### config.mk
export PLATFORM = sky130hd
export DESIGN_NAME = ads_sample_reader
export DESIGN_NICKNAME = d
export VERILOG_FILES = /design/src/rtl/ads_pkg.sv /design/src/rtl/ads_sync2.sv /design/src/rtl/ads_sample_reader.sv
export SDC_FILE = /design/constraint.sdc
export NUM_CORES = 1
export LEC_CHECK = 0
export BUFFER_PORTS_ARGS = -buffer_cell sky130_fd_sc_hd__buf_2
export CAP_MARGIN = 20
export CORE_MARGIN = 2
export CORE_UTILIZATION = 57
export DETAILED_ROUTE_END_ITERATION = 10
export PLACE_DENSITY = 0.84
export SKIP_LAST_GASP = 1
export SLEW_MARGIN = 15
export SYNTH_ARGS = -nofsm -noshare
export SYNTH_HDL_FRONTEND = slang
export SYNTH_SLANG_ARGS = --single-unit
### constraint.sdc
create_clock -name sys_clk -period 2 [get_ports sys_clk]
set_input_delay 0.6 -clock sys_clk [delete_from_list [all_inputs] [get_ports sys_clk]]
set_output_delay 0.6 -clock sys_clk [all_outputs]
set_load 0.02 [all_outputs]
### src/rtl/ads_pkg.sv
// Shared types and default constants for the ADS serial ADC sample reader.
package ads_pkg;

  typedef enum logic [2:0] {
    ST_IDLE    = 3'd0,
    ST_CONV    = 3'd1,
    ST_WAIT_HI = 3'd2,
    ST_WAIT_LO = 3'd3,
    ST_READ    = 3'd4,
    ST_DONE    = 3'd5
  } ads_rd_state_t;

  localparam int unsigned ADS_DATA_W     = 16;
  localparam int unsigned ADS_SCLK_DIV   = 2;
  localparam int unsigned ADS_CONV_PULSE = 4;
  localparam int unsigned ADS_BUSY_TO    = 200;

  function automatic int unsigned ads_max(input int unsigned a, input int unsigned b);
    return (a > b) ? a : b;
  endfunction

  localparam int unsigned ADS_CNT_W = $clog2(ads_max(ADS_CONV_PULSE, ADS_BUSY_TO) + 1);
  localparam int unsigned ADS_BIT_W = $clog2(ADS_DATA_W + 1);
  localparam int unsigned ADS_DIV_W = $clog2(ADS_SCLK_DIV);

endpackage

### src/rtl/ads_sync2.sv
// Two-flop synchronizer for asynchronous ADC status pins; resets to 0.
module ads_sync2 (
  input  logic clk,
  input  logic rst_n,
  input  logic d,
  output logic q
);

  logic meta_q;
  logic sync_q;

  // Double-register the asynchronous input
  always_ff @(posedge clk or negedge rst_n) begin
    if (!rst_n) begin
      meta_q <= 1'b0;
      sync_q <= 1'b0;
    end else begin
      meta_q <= d;
      sync_q <= meta_q;
    end
  end

  assign q = sync_q;

endmodule

### src/rtl/ads_sample_reader.sv
// One ADC conversion per sample_en: CONVST pulse, BUSY handshake, serial read.
module ads_sample_reader
  import ads_pkg::*;
#(
  parameter int unsigned DATA_W     = ADS_DATA_W,
  parameter int unsigned SCLK_DIV   = ADS_SCLK_DIV,
  parameter int unsigned CONV_PULSE = ADS_CONV_PULSE,
  parameter int unsigned BUSY_TO    = ADS_BUSY_TO
) (
  input  logic              sys_clk,
  input  logic              sys_rst_n,
  input  logic              sample_en,
  input  logic              ads_busy,
  input  logic              ads_sdo,
  output logic              ads_convst_n,
  output logic              ads_cs_n,
  output logic              ads_sclk,
  output logic [DATA_W-1:0] sample_data,
  output logic              sample_valid,
  output logic              overrun,
  output logic              conv_err
);

  localparam int unsigned CNT_W = $clog2(ads_max(CONV_PULSE, BUSY_TO) + 1);
  localparam int unsigned BIT_W = $clog2(DATA_W + 1);
  localparam int unsigned DIV_W = $clog2(SCLK_DIV);

  logic busy_s;

  ads_rd_state_t     state_q,    state_d;
  logic [CNT_W-1:0]  cnt_q,      cnt_d;
  logic [BIT_W-1:0]  bit_q,      bit_d;
  logic [DIV_W-1:0]  div_q,      div_d;
  logic [DATA_W-1:0] shift_q,    shift_d;
  logic [DATA_W-1:0] data_q,     data_d;
  logic              convst_n_q, convst_n_d;
  logic              cs_n_q,     cs_n_d;
  logic              sclk_q,     sclk_d;
  logic              valid_q,    valid_d;
  logic              overrun_q,  overrun_d;
  logic              err_q,      err_d;

  ads_sync2 u_busy_sync (
    .clk   (sys_clk),
    .rst_n (sys_rst_n),
    .d     (ads_busy),
    .q     (busy_s)
  );

  // Next-state logic for FSM, counters, serial clock and capture
  always_comb begin
    state_d    = state_q;
    cnt_d      = cnt_q + 1'b1;
    bit_d      = bit_q;
    div_d      = div_q;
    shift_d    = shift_q;
    data_d     = data_q;
    convst_n_d = convst_n_q;
    cs_n_d     = cs_n_q;
    sclk_d     = sclk_q;
    valid_d    = 1'b0;
    err_d      = 1'b0;
    overrun_d  = sample_en && (state_q != ST_IDLE);

    case (state_q)
      ST_IDLE: begin
        cnt_d = '0;
        if (sample_en) begin
          state_d    = ST_CONV;
          convst_n_d = 1'b0;
        end
      end
      ST_CONV: begin
        if (cnt_q == CNT_W'(CONV_PULSE - 1)) begin
          state_d    = ST_WAIT_HI;
          convst_n_d = 1'b1;
          cnt_d      = '0;
        end
      end
      ST_WAIT_HI: begin
        if (busy_s) begin
          state_d = ST_WAIT_LO;
          cnt_d   = '0;
        end else if (cnt_q == CNT_W'(BUSY_TO - 1)) begin
          state_d = ST_IDLE;
          err_d   = 1'b1;
          cnt_d   = '0;
        end
      end
      ST_WAIT_LO: begin
        if (!busy_s) begin
          state_d = ST_READ;
          cs_n_d  = 1'b0;
          sclk_d  = 1'b0;
          div_d   = '0;
          bit_d   = '0;
          cnt_d   = '0;
        end else if (cnt_q == CNT_W'(BUSY_TO - 1)) begin
          state_d = ST_IDLE;
          err_d   = 1'b1;
          cnt_d   = '0;
        end
      end
      ST_READ: begin
        cnt_d = '0;
        if (div_q == DIV_W'(SCLK_DIV - 1)) begin
          div_d  = '0;
          sclk_d = ~sclk_q;
          if (!sclk_q) begin
            shift_d = {shift_q[DATA_W-2:0], ads_sdo};
            bit_d   = bit_q + 1'b1;
          end else if (bit_q == BIT_W'(DATA_W)) begin
            // Leave on the falling edge so the last sclk period is full length
            state_d = ST_DONE;
            cs_n_d  = 1'b1;
            data_d  = shift_q;
            valid_d = 1'b1;
          end
        end else begin
          div_d = div_q + 1'b1;
        end
      end
      ST_DONE: begin
        state_d = ST_IDLE;
        cnt_d   = '0;
      end
      default: begin
        state_d = ST_IDLE;
        cnt_d   = '0;
      end
    endcase
  end

  // State and output registers with asynchronous reset
  always_ff @(posedge sys_clk or negedge sys_rst_n) begin
    if (!sys_rst_n) begin
      state_q    <= ST_IDLE;
      cnt_q      <= '0;
      bit_q      <= '0;
      div_q      <= '0;
      shift_q    <= '0;
      data_q     <= '0;
      convst_n_q <= 1'b1;
      cs_n_q     <= 1'b1;
      sclk_q     <= 1'b0;
      valid_q    <= 1'b0;
      overrun_q  <= 1'b0;
      err_q      <= 1'b0;
    end else begin
      state_q    <= state_d;
      cnt_q      <= cnt_d;
      bit_q      <= bit_d;
      div_q      <= div_d;
      shift_q    <= shift_d;
      data_q     <= data_d;
      convst_n_q <= convst_n_d;
      cs_n_q     <= cs_n_d;
      sclk_q     <= sclk_d;
      valid_q    <= valid_d;
      overrun_q  <= overrun_d;
      err_q      <= err_d;
    end
  end

  assign ads_convst_n = convst_n_q;
  assign ads_cs_n     = cs_n_q;
  assign ads_sclk     = sclk_q;
  assign sample_data  = data_q;
  assign sample_valid = valid_q;
  assign overrun      = overrun_q;
  assign conv_err     = err_q;

endmodule

==> out/summary.txt, run 1 <==
# setup viols final: 0
maximum VDD drop: 0.5548 mV
#FFs+latches synth: 57
CTS Sinks: 57
setup bufs post-CTS: 0
Syn Nets: 200
cts repair resizes: 0
upper clock frequency limit: 523.5 MHz
Routed Antenna Nets: 0
Max-cap violations: 0
Hold Path Class: in2async
die width: 69.91 um
Slew HR: 53.54%
Area Growth Syn to Fin: 18.60%
Worst Path Max Fanout: 17
Worst setup EP type: flip-flop
GPL Wtd Cong: 0.7626
htree depth: 3
starting density of the core: 60.59%
remaining global-route overflow: 0
aggregate negative setup slack: 0 ps
DP HPWL: 2970 um
YS warnings: 0
antenna fix cells: 0
Worst Setup Start Kind: flip-flop
first-pass GRT wire length: 7762 um
NumNets Final: 243
Final WS setup: 89.60 ps
Core Rows: 23
Cell Area, Synth: 2476 um2
Place WS: 131.3 ps
hold buffer count at CTS: 0
CTS tree: yes
syn_area_per_cell: 12.90 um2
top cells by area, synth: dfrtp_1, mux2_2, mux2_4, dfstp_2, a21oi_1
unrepaired setup endpoints after global routing: false
Static Leak: 0.001473 uW
Worst-path clk slew: 60 ps
port buffer count: 26
post-route clock period utilization: 95.52%
num ports: 27
post-synthesis sequential area ratio: 57.71%
top cell type's share of synthesized area: 55.58%
Die ar.: 4887 um2
DRC Markers: 0
Unique masters post-synth: 41
fraction of layout cells with a size suffix above 1: 38.08%
clk_lat worst skew: 330 ps
DRT iter0 DRCs: 164
crit path kind: reg2reg
Max Slew Vio Count: 0
GRT Util Overall: 20.48%
Mapped Cells: 192
status: finished clean
Final min period: 1910 ps
1st-pass router iterations: 4
total wire length: 4464 um
Longest Clk Path Bufs: 2
antenna violations before repair: 0
critical path arrival: 2120 ps
PwrDens: 1039 nW/um2
largest net degree at the start of global routing: 30
WHS: 311.8 ps
Setup Skew: 7.836 ps
DR vias: 1,656
vias in the first global route: 1,645
CP required: 2210 ps
Synth area leader: dfrtp_1
area of the core: 4086 um2
final hold violation count: 0
Root Driver: clkbuf_8
CTS buffer count: 9
average wire per standard cell: 15.45 um
DR vias/cell: 5.730
slew at the pin closest to its max-slew limit: 696.9 ps
Die H: 69.91 um
-- placed cells by master (no fill, tap or decap), drive strengths merged, types with 4 or more instances in the layout --
master / n
dfrtp: 55
buf: 40
mux2: 32
a21oi: 10
clkbuf: 9
nand2: 8
nor2: 7
o21ai: 7
inv: 6
nand3: 5
or3: 4
or4: 4
-- stage by stage --
step	area (um2)	power [uW]	utilization, %	cells
2_1_floorplan	2476	1780	-	192
3_3_place_gp	2753	2030	67.36	274
3_5_place_dp	2753	2052	67.36	274
4_1_cts	2937	3076	71.86	289
5_1_grt	2937	3212	71.86	289
6_report	2937	3052	71.86	289
-- power breakdown --
group	internal, uW	switching [uW]	leakage [uW]
registers	1260	67.6	0.000777
logic	317	401	0.000605
clock network	560	449	0.0000909
-- state kept, by name (all words and copies together) (netlist names) --
register	flops
conv_err	1
ads_cs_n	1
ads_convst_n	1
sample_valid	1
cnt_q	8
overrun	1
u_busy_sync.q	1
shift_q	16
u_busy_sync.meta_q	1
ads_sclk	1
div_q	1
state_q	3
bit_q	5
sample_data	16
-- worst max-delay path, stage by stage, from the launching register on --
cell and delay, ps:
dfrtp_1 410, inv_1 90, ha_1 160, nand2b_1 90, or4_1 490, buf_4 240
mux2_4 320
-- synthesized netlist by cell type --
master      n
ha_1        3
inv_1       6
a311oi_1    1
nand4bb_1   2
a21oi_1    10
o21ai_1     1
mux2_2     23
a21o_1      1
nor3_1      3
o21ai_0     6
dfrtp_1    55
nor2b_1     2
nor3b_1     1
or4_1       4
buf_2       1
o211ai_1    1
o41ai_1     3
xor2_1      2
dfstp_2     2
a211oi_1    1
nand2b_1    2
nand4_1     2
xnor2_1     2
nor4_1      1
or3_1       4
o221a_1     1
a21boi_0    1
buf_6       2
o21a_1      1
nor2_1      7
clkbuf_1    5
or3b_2      2
o21bai_1    2
o2bb2ai_1   1
o41a_1      1
mux2_4      9
o31ai_1     3
or4b_1      2
a22oi_1     3
nand2_1     8
nand3_1     5
-- area by class of cell --
cell class,instances,area (um2)
Fill cell,298,1150
Sequential cell,57,1429
Inverter,6,22.52
Clock inverter,6,60.06
Timing Repair Buffer,40,260.3
Clock buffer,9,123.9
Tap cell,50,62.56
Multi-Input combinational cell,121,978.4
-- kinds of logic (layout without fill, tap and decap cells) --
group | count (synthesis) | in the layout | share of synthesized area, %
adders and majority gates | 3 | 3 | 1.516
and+or+nand+nor | 45 | 45 | 10.61
DFF | 57 | 57 | 57.71
xor gates and xnor gates | 4 | 4 | 1.415
buffers and inverters | 14 | 61 | 2.779
AOI/OAI and AO/OA | 37 | 37 | 10.06
muxes | 32 | 32 | 15.92
-- layer usage --
layer  GRT usage, %  vias up  part of all wire, %
li1               -      794                    -
met1          28.56      815                   48
met2          29.84       39                   46
met3          5.483        8                  4.3
met4          10.04        0                  1.6
met5              0        -                    0
-- path summary, 6_finish.rpt --
kind | slack, ps | cells after the start | endpoint | start
max in group asynchronous | 1140 | 2 | cnt_q[5]$_DFF_PN0_ | sys_rst_n
min | 310 | 1 | state_q[1]$_DFFE_PN0P_ | sys_rst_n
max | 90 | 6 | sample_data[8]$_DFFE_PN0P_ | bit_q[0]$_DFFE_PN0P_
min in group sys_clk | 370 | 0 | u_busy_sync.q$_DFF_PN0_ | u_busy_sync.meta_q$_DFF_PN0_
max reg2reg | 90 | 6 | sample_data[8]$_DFFE_PN0P_ | bit_q[0]$_DFFE_PN0P_
min reg2reg | 370 | 0 | u_busy_sync.q$_DFF_PN0_ | u_busy_sync.meta_q$_DFF_PN0_
Note: power is estimated with default switching activity, not from simulation.
==> run 2, diff against run 1 <==
BUFFER_PORTS_ARGS = default   (was -buffer_cell sky130_fd_sc_hd__buf_2)
CORE_UTILIZATION = 61   (was 57)
DONT_BUFFER_PORTS = 1   (was default)
PLACE_DENSITY = 0.83   (was 0.84)
==> run 2 against run 1 <==
  * Via count decreased by 5.5%
  * Worst hold slack got worse by 210 ps
  * Maximum frequency rose by 1.9%
  * Sequential share of layout area rose by 2.6 points
  * Sequential power about the same
  * Largest cell class unchanged
  * Clock skew up 5.4 ps
==> out/summary.txt, run 2 (synthesized netlist as in run 1, its figures left out) <==
# setup viols final: 0 (unchanged)
slowest stage delay, CP: 490 ps (about the same)
first-pass GRT wire length: 7534 um (-2.9%)
utilization after layout: 70.71% (-1.2 points)
Max-cap violations: 0 (unchanged)
final cell count without fillers: 261 (-9.7%)
NumNets Final: 214 (-12%)
Max Slew Vio Count: 0 (unchanged)
Final min period: 1876 ps (-34.77 ps)
DR vias: 1,565 (-5.5%)
# fillers: 248 (-17%)
critical path arrival: 2090 ps (-30 ps)
CTS tree: yes
die width: 67.71 um (-3.1%)
Design Power: 3023 uW (-0.97%)
average wire per standard cell: 17.42 um (+13%)
Setup Skew: 13.25 ps (+5.416 ps)
starting density of the core: 62.81% (+2.2 points)
status: finished clean
slew at the pin closest to its max-slew limit: 533.7 ps (-163.1 ps)
unrepaired setup endpoints after global routing: false
num ports: 27 (unchanged)
M1 GR Usage: 27.93% (-0.62 points)
Worst-path clk slew: 70 ps (about the same)
Worst setup EP type: flip-flop
Worst Setup Start Kind: flip-flop
met2 global-route usage: 36.03% (+6.2 points)
DRC Markers: 0 (unchanged)
antenna violations before repair: 0 (unchanged)
total wire length: 4547 um (+1.9%)
largest net degree at the start of global routing: 56 (+87%)
htree depth: 3 (unchanged)
Area Growth Syn to Fin: 12.58%
fraction of layout cells with a size suffix above 1: 28.44% (-9.6 points)
crit path kind: reg2reg
remaining global-route overflow: 0 (unchanged)
Die H: 67.71 um (-3.1%)
DRT iter0 DRCs: 116 (-29%)
DP HPWL: 3015 um (+1.5%)
final hold violation count: 0 (unchanged)
clk_lat worst skew: 330 ps (about the same)
most frequent cells in the layout: dfrtp_1, mux2_2, a21oi_1, clkbuf_8
Hold Path Class: in2async
Core Rows: 23 (unchanged)
port buffer count: 0 (-100%)
Routed Antenna Nets: 0 (unchanged)
Die ar.: 4585 um2 (-6.2%)
upper clock frequency limit: 533.2 MHz (+1.9%)
maximum VDD drop: 0.7216 mV (+30%)
CP Cell Sequence: inv_1 > ha_1 > nand2b_1 > or4_1 > buf_6 > mux2_4
most common cell after layout, fill and taps aside: dfrtp_1
antenna fix cells: 0 (unchanged)
post-route clock period utilization: 93.78% (-1.7 points)
Worst Path Max Fanout: 17 (unchanged)
CP required: 2210 ps (about the same)
dpl cells: 244 (-11%)
Longest Clk Path Bufs: 2 (unchanged)
GRT Max-Usage Layer: met2
GRT Util Overall: 23.03% (+2.5 points)
Root Driver: clkbuf_8
GPL Wtd Cong: 0.8540 (+12%)
area of the core: 3943 um2 (-3.5%)
Critical-path top delay cell: or4_1
vias in the first global route: 1,604 (-2.5%)
1st-pass router iterations: 4 (unchanged)
Static Leak: 0.001329 uW (-9.8%)
aggregate negative setup slack: 0 ps (unchanged)
Slew HR: 64.26% (+11 points)
GR Layer Usage met3: 9.000% (+3.5 points)
PwrDens: 1084 nW/um2 (+4.3%)
CTS Sinks: 57 (unchanged)
CTS buffer count: 9 (unchanged)
DR vias/cell: 5.996 (+4.6%)
run 2: cell types whose count changed in the layout (fill, tap and decap cells not counted):
cell        delta
buf_12         -2
buf_16         +1
buf_2         -26
buf_4          -3
buf_6          +1
clkbuf_1       +3
clkbuf_8       +1
clkinv_2       -1
clkinvlp_4     -2
run 2: path summary, 6_finish.rpt:
kind                                              startpoint                      endpoint  slack, ps  cells after the start
worst max-delay path                    bit_q[0]$_DFFE_PN0P_    sample_data[8]$_DFFE_PN0P_        120                      6
worst min-delay path                               sys_rst_n          ads_cs_n$_DFFE_PN1P_        100                      0
worst max register to register          bit_q[0]$_DFFE_PN0P_    sample_data[8]$_DFFE_PN0P_        120                      6
worst min register to register  u_busy_sync.meta_q$_DFF_PN0_       u_busy_sync.q$_DFF_PN0_        360                      0
max in group asynchronous                          sys_rst_n    sample_data[3]$_DFFE_PN0P_       1640                      1
min in group sys_clk                                ads_busy  u_busy_sync.meta_q$_DFF_PN0_        300                      0
run 2: worst max-delay path, delay by kind of cell (launching register included):
family        cells  cell delay [ps]
buf+inv           2              300
flops             1              430
mux               1              310
simple gates      2              570
fa+ha+maj         1              150
run 2: layout make-up:
class	instances	area (um2)	area share [%]
clock buffer	13	148.9	5.341
multi-input combinational	121	978.4	35.10
sequential	57	1429	51.26
clock inverter	3	40.04	1.436
timing repair buffer	11	106.4	3.815
inverter	6	22.52	0.8079
tap	50	62.56	2.244
run 2: through the flow:
step / area (um2) / setup WS, ps / hold WS (ps)
after floorplan: 2476 / 154.2 / 304.4
after global placement: 2567 / 189.8 / 305.6
after detailed placement: 2567 / 119.6 / 305.7
after CTS: 2784 / 97.69 / 96.05
after global routing: 2788 / 35.25 / 83.46
final: 2788 / 124.4 / 100.9
run 2: metal layers:
| metal | vias up | wire length (um) |
|---|---|---|
| met3 | 6 | 253 |
| met4 | 0 | 54 |
| li1 | 734 | - |
| met2 | 33 | 2325 |
| met1 | 792 | 1913 |
| met5 | - | 0 |
run 2: power breakdown:
group	internal [uW]	total (uW)	switching [uW]
combinational	269	633	364
clock	606	1030	425
sequential	1260	1360	98.5
run 2: timing repair:
item | 4_1_cts | 5_1_grt
gates resized for setup | 0 | 1
hold endpoints to repair | 55 | 0
setup buffers | 0 | 0
setup endpoints to repair | 0 | 1
hold buffers | 1 | 0
